[src/rtl/arith_pkg.sv]
// Shared arithmetic definitions for the lab datapath cells.
package arith_pkg;

    typedef enum logic [1:0] {
        IDLE  = 2'd0,
        SHIFT = 2'd1,
        DONE  = 2'd2
    } sub_state_t;

    localparam int unsigned DATA_W = 8;

endpackage

[src/rtl/full_subtractor1.sv]
// 1-bit full subtractor: d = x - y - bin, with borrow out.
module full_subtractor1 (
    input  logic x,
    input  logic y,
    input  logic bin,
    output logic d,
    output logic bout
);

    assign d    = x ^ y ^ bin;
    assign bout = (~x & y) | (~(x ^ y) & bin);

endmodule

[src/rtl/serial_subtractor.sv]
// Bit-serial N-bit subtractor (a - b), LSB first, with start/done handshake
// and held result flags.
module serial_subtractor
    import arith_pkg::*;
#(
    parameter int unsigned N = DATA_W
) (
    input  logic         clk,
    input  logic         rst,
    input  logic         start,
    input  logic [N-1:0] a,
    input  logic [N-1:0] b,
    output logic         ready,
    output logic         done,
    output logic [N-1:0] diff,
    output logic         borrow,
    output logic         overflow,
    output logic         zero
);

    localparam int unsigned CW = $clog2(N + 1);
    localparam logic [CW-1:0] LAST = CW'(N - 1);

    sub_state_t    state_q;
    logic [N-1:0]  sa_q, sb_q, res_q;
    logic          bw_q;
    logic [CW-1:0] cnt_q;
    logic          amsb_q, bmsb_q;
    logic          ready_q, done_q, borrow_q, ovf_q, zero_q;
    logic [N-1:0]  diff_q;
    logic          bit_d, bw_d;

    full_subtractor1 u_fs (
        .x   (sa_q[0]),
        .y   (sb_q[0]),
        .bin (bw_q),
        .d   (bit_d),
        .bout(bw_d)
    );

    always_ff @(posedge clk) begin
        if (rst) begin
            state_q  <= IDLE;
            sa_q     <= '0;
            sb_q     <= '0;
            res_q    <= '0;
            bw_q     <= 1'b0;
            cnt_q    <= '0;
            amsb_q   <= 1'b0;
            bmsb_q   <= 1'b0;
            ready_q  <= 1'b1;
            done_q   <= 1'b0;
            diff_q   <= '0;
            borrow_q <= 1'b0;
            ovf_q    <= 1'b0;
            zero_q   <= 1'b0;
        end else begin
            done_q <= 1'b0;
            case (state_q)
                IDLE: begin
                    if (start) begin
                        sa_q    <= a;
                        sb_q    <= b;
                        bw_q    <= 1'b0;
                        cnt_q   <= '0;
                        amsb_q  <= a[N-1];
                        bmsb_q  <= b[N-1];
                        ready_q <= 1'b0;
                        state_q <= SHIFT;
                    end
                end
                SHIFT: begin
                    // Result fills from the MSB so it is LSB-aligned after N shifts.
                    sa_q  <= sa_q >> 1;
                    sb_q  <= sb_q >> 1;
                    res_q <= {bit_d, res_q[N-1:1]};
                    bw_q  <= bw_d;
                    cnt_q <= cnt_q + CW'(1);
                    if (cnt_q == LAST) begin
                        state_q <= DONE;
                    end
                end
                DONE: begin
                    done_q   <= 1'b1;
                    diff_q   <= res_q;
                    borrow_q <= bw_q;
                    ovf_q    <= (amsb_q != bmsb_q) && (res_q[N-1] != amsb_q);
                    zero_q   <= (res_q == '0);
                    ready_q  <= 1'b1;
                    state_q  <= IDLE;
                end
                default: begin
                    ready_q <= 1'b1;
                    state_q <= IDLE;
                end
            endcase
        end
    end

    assign ready    = ready_q;
    assign done     = done_q;
    assign diff     = diff_q;
    assign borrow   = borrow_q;
    assign overflow = ovf_q;
    assign zero     = zero_q;

endmodule

[config.mk]
export PLATFORM = sky130hd
export DESIGN_NAME = serial_subtractor
export DESIGN_NICKNAME = d
export VERILOG_FILES = /design/src/rtl/arith_pkg.sv /design/src/rtl/full_subtractor1.sv /design/src/rtl/serial_subtractor.sv
export SDC_FILE = /design/constraint.sdc
export NUM_CORES = 1
export LEC_CHECK = 0
export CORE_MARGIN = 8
export CORE_UTILIZATION = 56
export DETAILED_ROUTE_END_ITERATION = 7
export PLACE_DENSITY = 0.9
export SYNTH_ARGS = -nofsm -noshare
export SYNTH_HDL_FRONTEND = slang
export SYNTH_HIERARCHICAL = 1
export SYNTH_SLANG_ARGS = --single-unit
[constraint.sdc]
create_clock -name clk -period 3.1 [get_ports clk]
set_input_delay 0.93 -clock clk [delete_from_list [all_inputs] [get_ports clk]]
set_output_delay 0.93 -clock clk [all_outputs]
set_load 0.005 [all_outputs]
======== After elaboration in Yosys (flattened, before gate mapping) ========
Index checks and enable logic that the tools add are counted.
storage, ports and cells
  bits in registers ....................... 46
  output and inout bits ................... 13
cells by class
  add/sub/neg operators ................... 1
  equality and inequality tests ........... 7
  muxes and demuxes ....................... 13
  bitwise operators ....................... 8
  reduce and logical (&&, ||, !) cells .... 8
operators with widths
  kind                                            count
  case mux 8 bit (2 select lines)                 2
  2-to-1 mux 8 bit                                2
  zero test 8 bit                                 1
  case mux 4 bit (2 select lines)                 1
  AND reduction 2 bit                             4
  adder 4 x 1 -> 4 bit (second input constant)    1
  == test 4 x 3 -> 1 bit (second input constant)  1
  2-to-1 mux 2 bit                                2
  2-to-1 mux 4 bit                                1
  inequality test 2 bit (second input constant)   2
  case mux 1 bit (2 select lines)                 2
  case mux 2 bit (2 select lines)                 1
  inverter 1 bit                                  3
  bitwise AND 1 bit                               2
  == test 2 x 1 -> 1 bit (second input constant)  1
  == test 2 bit (second input constant)           1
  zero test 2 bit                                 1
  2-to-1 mux 1 bit                                2
  inequality test 1 bit                           2
  nonzero test 2 bit                              1
  bitwise XOR 1 bit                               2
  logical AND 1 bit                               1
  OR 1 bit                                        1

======== Logic depth before layout (Yosys ltp) ========
  word-level depth ........................ 5
  depth in mapped cells ................... 6
  mapped depth without buffers ............ 5

======== Cells and area by module ========
Netlist, hierarchy kept.
modules (own cells, without submodules)
  module             instances  cells each  area an instance (um2)  seq. area each (um2)
  serial_subtractor  1          223         1,875.5                 920.9
  full_subtractor1   1          4           31.3                    0.0

======== Worst setup path after synthesis ========
No wires, ideal clock.
  path type ............................... input port to flip-flop
  start point ............................. input rst
  end point ............................... register sa_q[0]
  library setup time ...................... 0.136 ns
  data arrival time ....................... 1.569 ns
  data required time ...................... 2.964 ns
  path slack .............................. 1.395 ns
  stages .................................. 3
  buffers on the path ..................... 2
  cell sequence ........................... clkbuf_1 clkbuf_1 a211oi_1
RTL lines
  item                  line                     text
  start, declared       serial_subtractor.sv:9   input logic rst,
  end signal, assigned  serial_subtractor.sv:74  sa_q <= sa_q >> 1;
  end, declared         serial_subtractor.sv:25  logic [N-1:0] sa_q, sb_q, res_q;
No word-level cell between the ends.

======== Worst setup path after layout ========
  start point ............................. input start
  end point ............................... register sa_q[2]
between the ends
  longest elaborated chain between the ends .. 2
RTL lines
  item                             line                     text
  start, declared                  serial_subtractor.sv:10  input logic start,
  inequality test 2 bit (no line)  --
  AND reduction 2 bit (no line)    --
No other way between the ends.
A chain may end at the register's enable or synchronous reset.

==> metrics.cfg <==
[timing]
max_freq_ghz=0.458
holdWs_ns=0.461
finalMaxSlewViolations=0
min_period_ns=2.18
relSlewSlack=0.389
skew_ns=0.00801
worstMarginPinSlew_ns=0.916
rsz0062_at_grt=false
setup_viol=0
fin_tns_setup_ns=0
finalCritPeriodShare=0.704
hold_violations=0

[yosys]
synth_cells=227
synthAdderAreaFrac=0.0171
synth_mux_area_frac=0
synth-simple-area-share=0.226
seq_area_frac_synth=0.483
yosysWarnings=6
synth_xor_area_frac=0
synth_top_family_by_area=simple AND/OR/NAND/NOR gates
syn_avg_cell_area_um2=8.40
synth-seq-cells=46
synth-compound-area-share=0.200
synth_cell_types=35
synth_area_mm2=0.00191
syn_nets=248

[floorplanning]
die_h_um=74.4
dieArea_mm2=0.00553
pin_count=32
core.rowCount=21
die_w_um=74.4
core_area_mm2=0.00331
initial_core_util=0.576

[cts]
cts_root_buf=clkbuf_4
clockBufferDepth=2
cts_made_buffers=5
cts.repair.resized=0
path_clk_slew_ns=0.12
cts_tree=done
worstSkewPairLatency_ns=0.36
cts_max_level=2
cts_setup_buffers=0
clkSinkCount=46
hold_buffers=0

[place]
gp_congestion=0.832
dp_cells=288
portBuffers=31
dp_hpwl_um=2490
dpl_cell_area_mm2=0.00215

[layout]
drive_above_1_share=0.0522
area_delta_synth_final_pct=17.1
final_area_mm2=0.00223
diodes=0
finalNetCount=270
fin_cells=295

[worst_hold_path]
min-delay-start=diff[1]
min_path_type=flop to flop

[grt]
grt.total_usage=0.150
grt_pass1_vias=1506
grt_max_degree=47
overflow=0
grt_pass1_wl_um=6420
antenna_found_initial=0

[setup_path]
crit_fanout=17
rrSetupSlack_ns=1.13
crit_arrival_ns=2.45
cp.required_ns=3.37
end_kind=flop
r2r-start=state_q[0]
start_kind=primary input
criticalPathCategory=primary input to flop
cp-startpoint=start

[pwr]
ir_drop_v=0.000309
cellPowerDensity_mw_per_mm2=504
power.leakage_nw=0.810

[job]
maxCapViolCount=0

[route]
vias_per_cell=5.33
drc=0
wl_um=3710
ant_nets=0
drtIter0Drc=114
post_drt_wl_per_cell_um=12.6
num_vias=1573
drt_pre_antenna_iters=4

[outcome]
status=complete, no violations

==> sequential cells by signal, summed over array words and instances (netlist names) <==
| signal | flops |
|---|---|
| amsb_q | 1 |
| bmsb_q | 1 |
| borrow | 1 |
| bw_q | 1 |
| cnt_q | 4 |
| diff | 8 |
| done | 1 |
| overflow | 1 |
| ready | 1 |
| res_q | 8 |
| sa_q | 8 |
| sb_q | 8 |
| state_q | 2 |
| zero | 1 |
==> layout by cell type (no fill, tap or decap), types with 2 or more instances in the layout <==
cell,count
a211oi_1,12
a211oi_2,2
a21oi_1,39
clkbuf_4,5
clkdlybuf4s50_1,31
dfxtp_1,46
inv_1,3
nand2_1,60
nand3_1,5
nor2_1,19
nor2b_1,2
nor3_1,2
nor4_1,2
==> routing by layer <==
layer	wire (µm)	share of wire	GRT usage
met4	88	0.024	0.0891
met2	1740	0.47	0.257
met1	1660	0.45	0.163
met5	0	0	0
met3	214	0.058	0.0404
==> cells in the mapped netlist (all sizes together) <==
cell    instances  area share
a221oi          1      0.0046
or3             1      0.0033
ha              1      0.0066
a211o           1      0.0046
a31oi           1      0.0033
and2b           1      0.0039
buf            13       0.060
nor2           19       0.037
o21ba           1      0.0052
nor4b           1      0.0046
nor4            2      0.0066
nor3            2      0.0052
o211a           1      0.0052
nand2b          2       0.010
a211oi         14       0.060
clkbuf          4      0.0079
nor2b           2      0.0066
inv             3      0.0059
nand3b          1      0.0039
dfxtp          46        0.48
nand2          60        0.12
fa              1       0.010
nand3           5       0.013
a21oi          39        0.10
or2b            1      0.0039
nor3b           1      0.0039
o21bai          1      0.0098
or3b            1      0.0046
a311oi          1      0.0046
==> final timing paths <==
| check | end | cells past startpoint |
|---|---|---|
| worst max register to register | sa_q[2] | 3 |
| worst max-delay path | sa_q[2] | 4 |
| worst min-delay path | diff[1] | 2 |
| worst min register to register | diff[1] | 2 |
==> logic make-up after synthesis <==
kind of cell,count (synthesis)
compound gates,60
fa+ha+maj,2
buf+inv,20
flops,46
simple gates,99
==> report_power, final <==
group / total [mW] / internal [mW] / switching, mW / leakage (nW)
Clock: 0.366 / 0.188 / 0.178 / 0.0443
Combinational: 0.123 / 0.0549 / 0.0683 / 0.390
Sequential: 0.637 / 0.617 / 0.0194 / 0.376
Total: 1.13 / 0.860 / 0.266 / 0.810
==> critical path, cell delays in order <==
cell and delay [ns]:
clkdlybuf4s50_1 0.58, o21ba_1 0.55, nor2_1 0.11, a211oi_1 0.27
==> metrics by stage <==
step	utilization	setup slack (ns)	power [mW]
2_1_floorplan	-	1.40	0.746
3_3_place_gp	0.650	0.638	0.769
3_5_place_dp	0.650	0.597	0.773
4_1_cts	0.675	0.911	1.13
5_1_grt	0.675	0.848	1.18
6_report	0.675	0.918	1.13
==> area by class of cell <==
| class | count | area [µm²] |
|---|---|---|
| well taps | 46 | 57.6 |
| clock buffers | 6 | 51.3 |
| clock inverters | 1 | 30.0 |
| repair buffers | 32 | 318 |
| flip-flops and latches | 46 | 921 |
| multi-input cells | 161 | 845 |
| inverters | 3 | 11.3 |
| fillers | 287 | 1080 |
No activity file was read; power rests on OpenSTA's default activity.
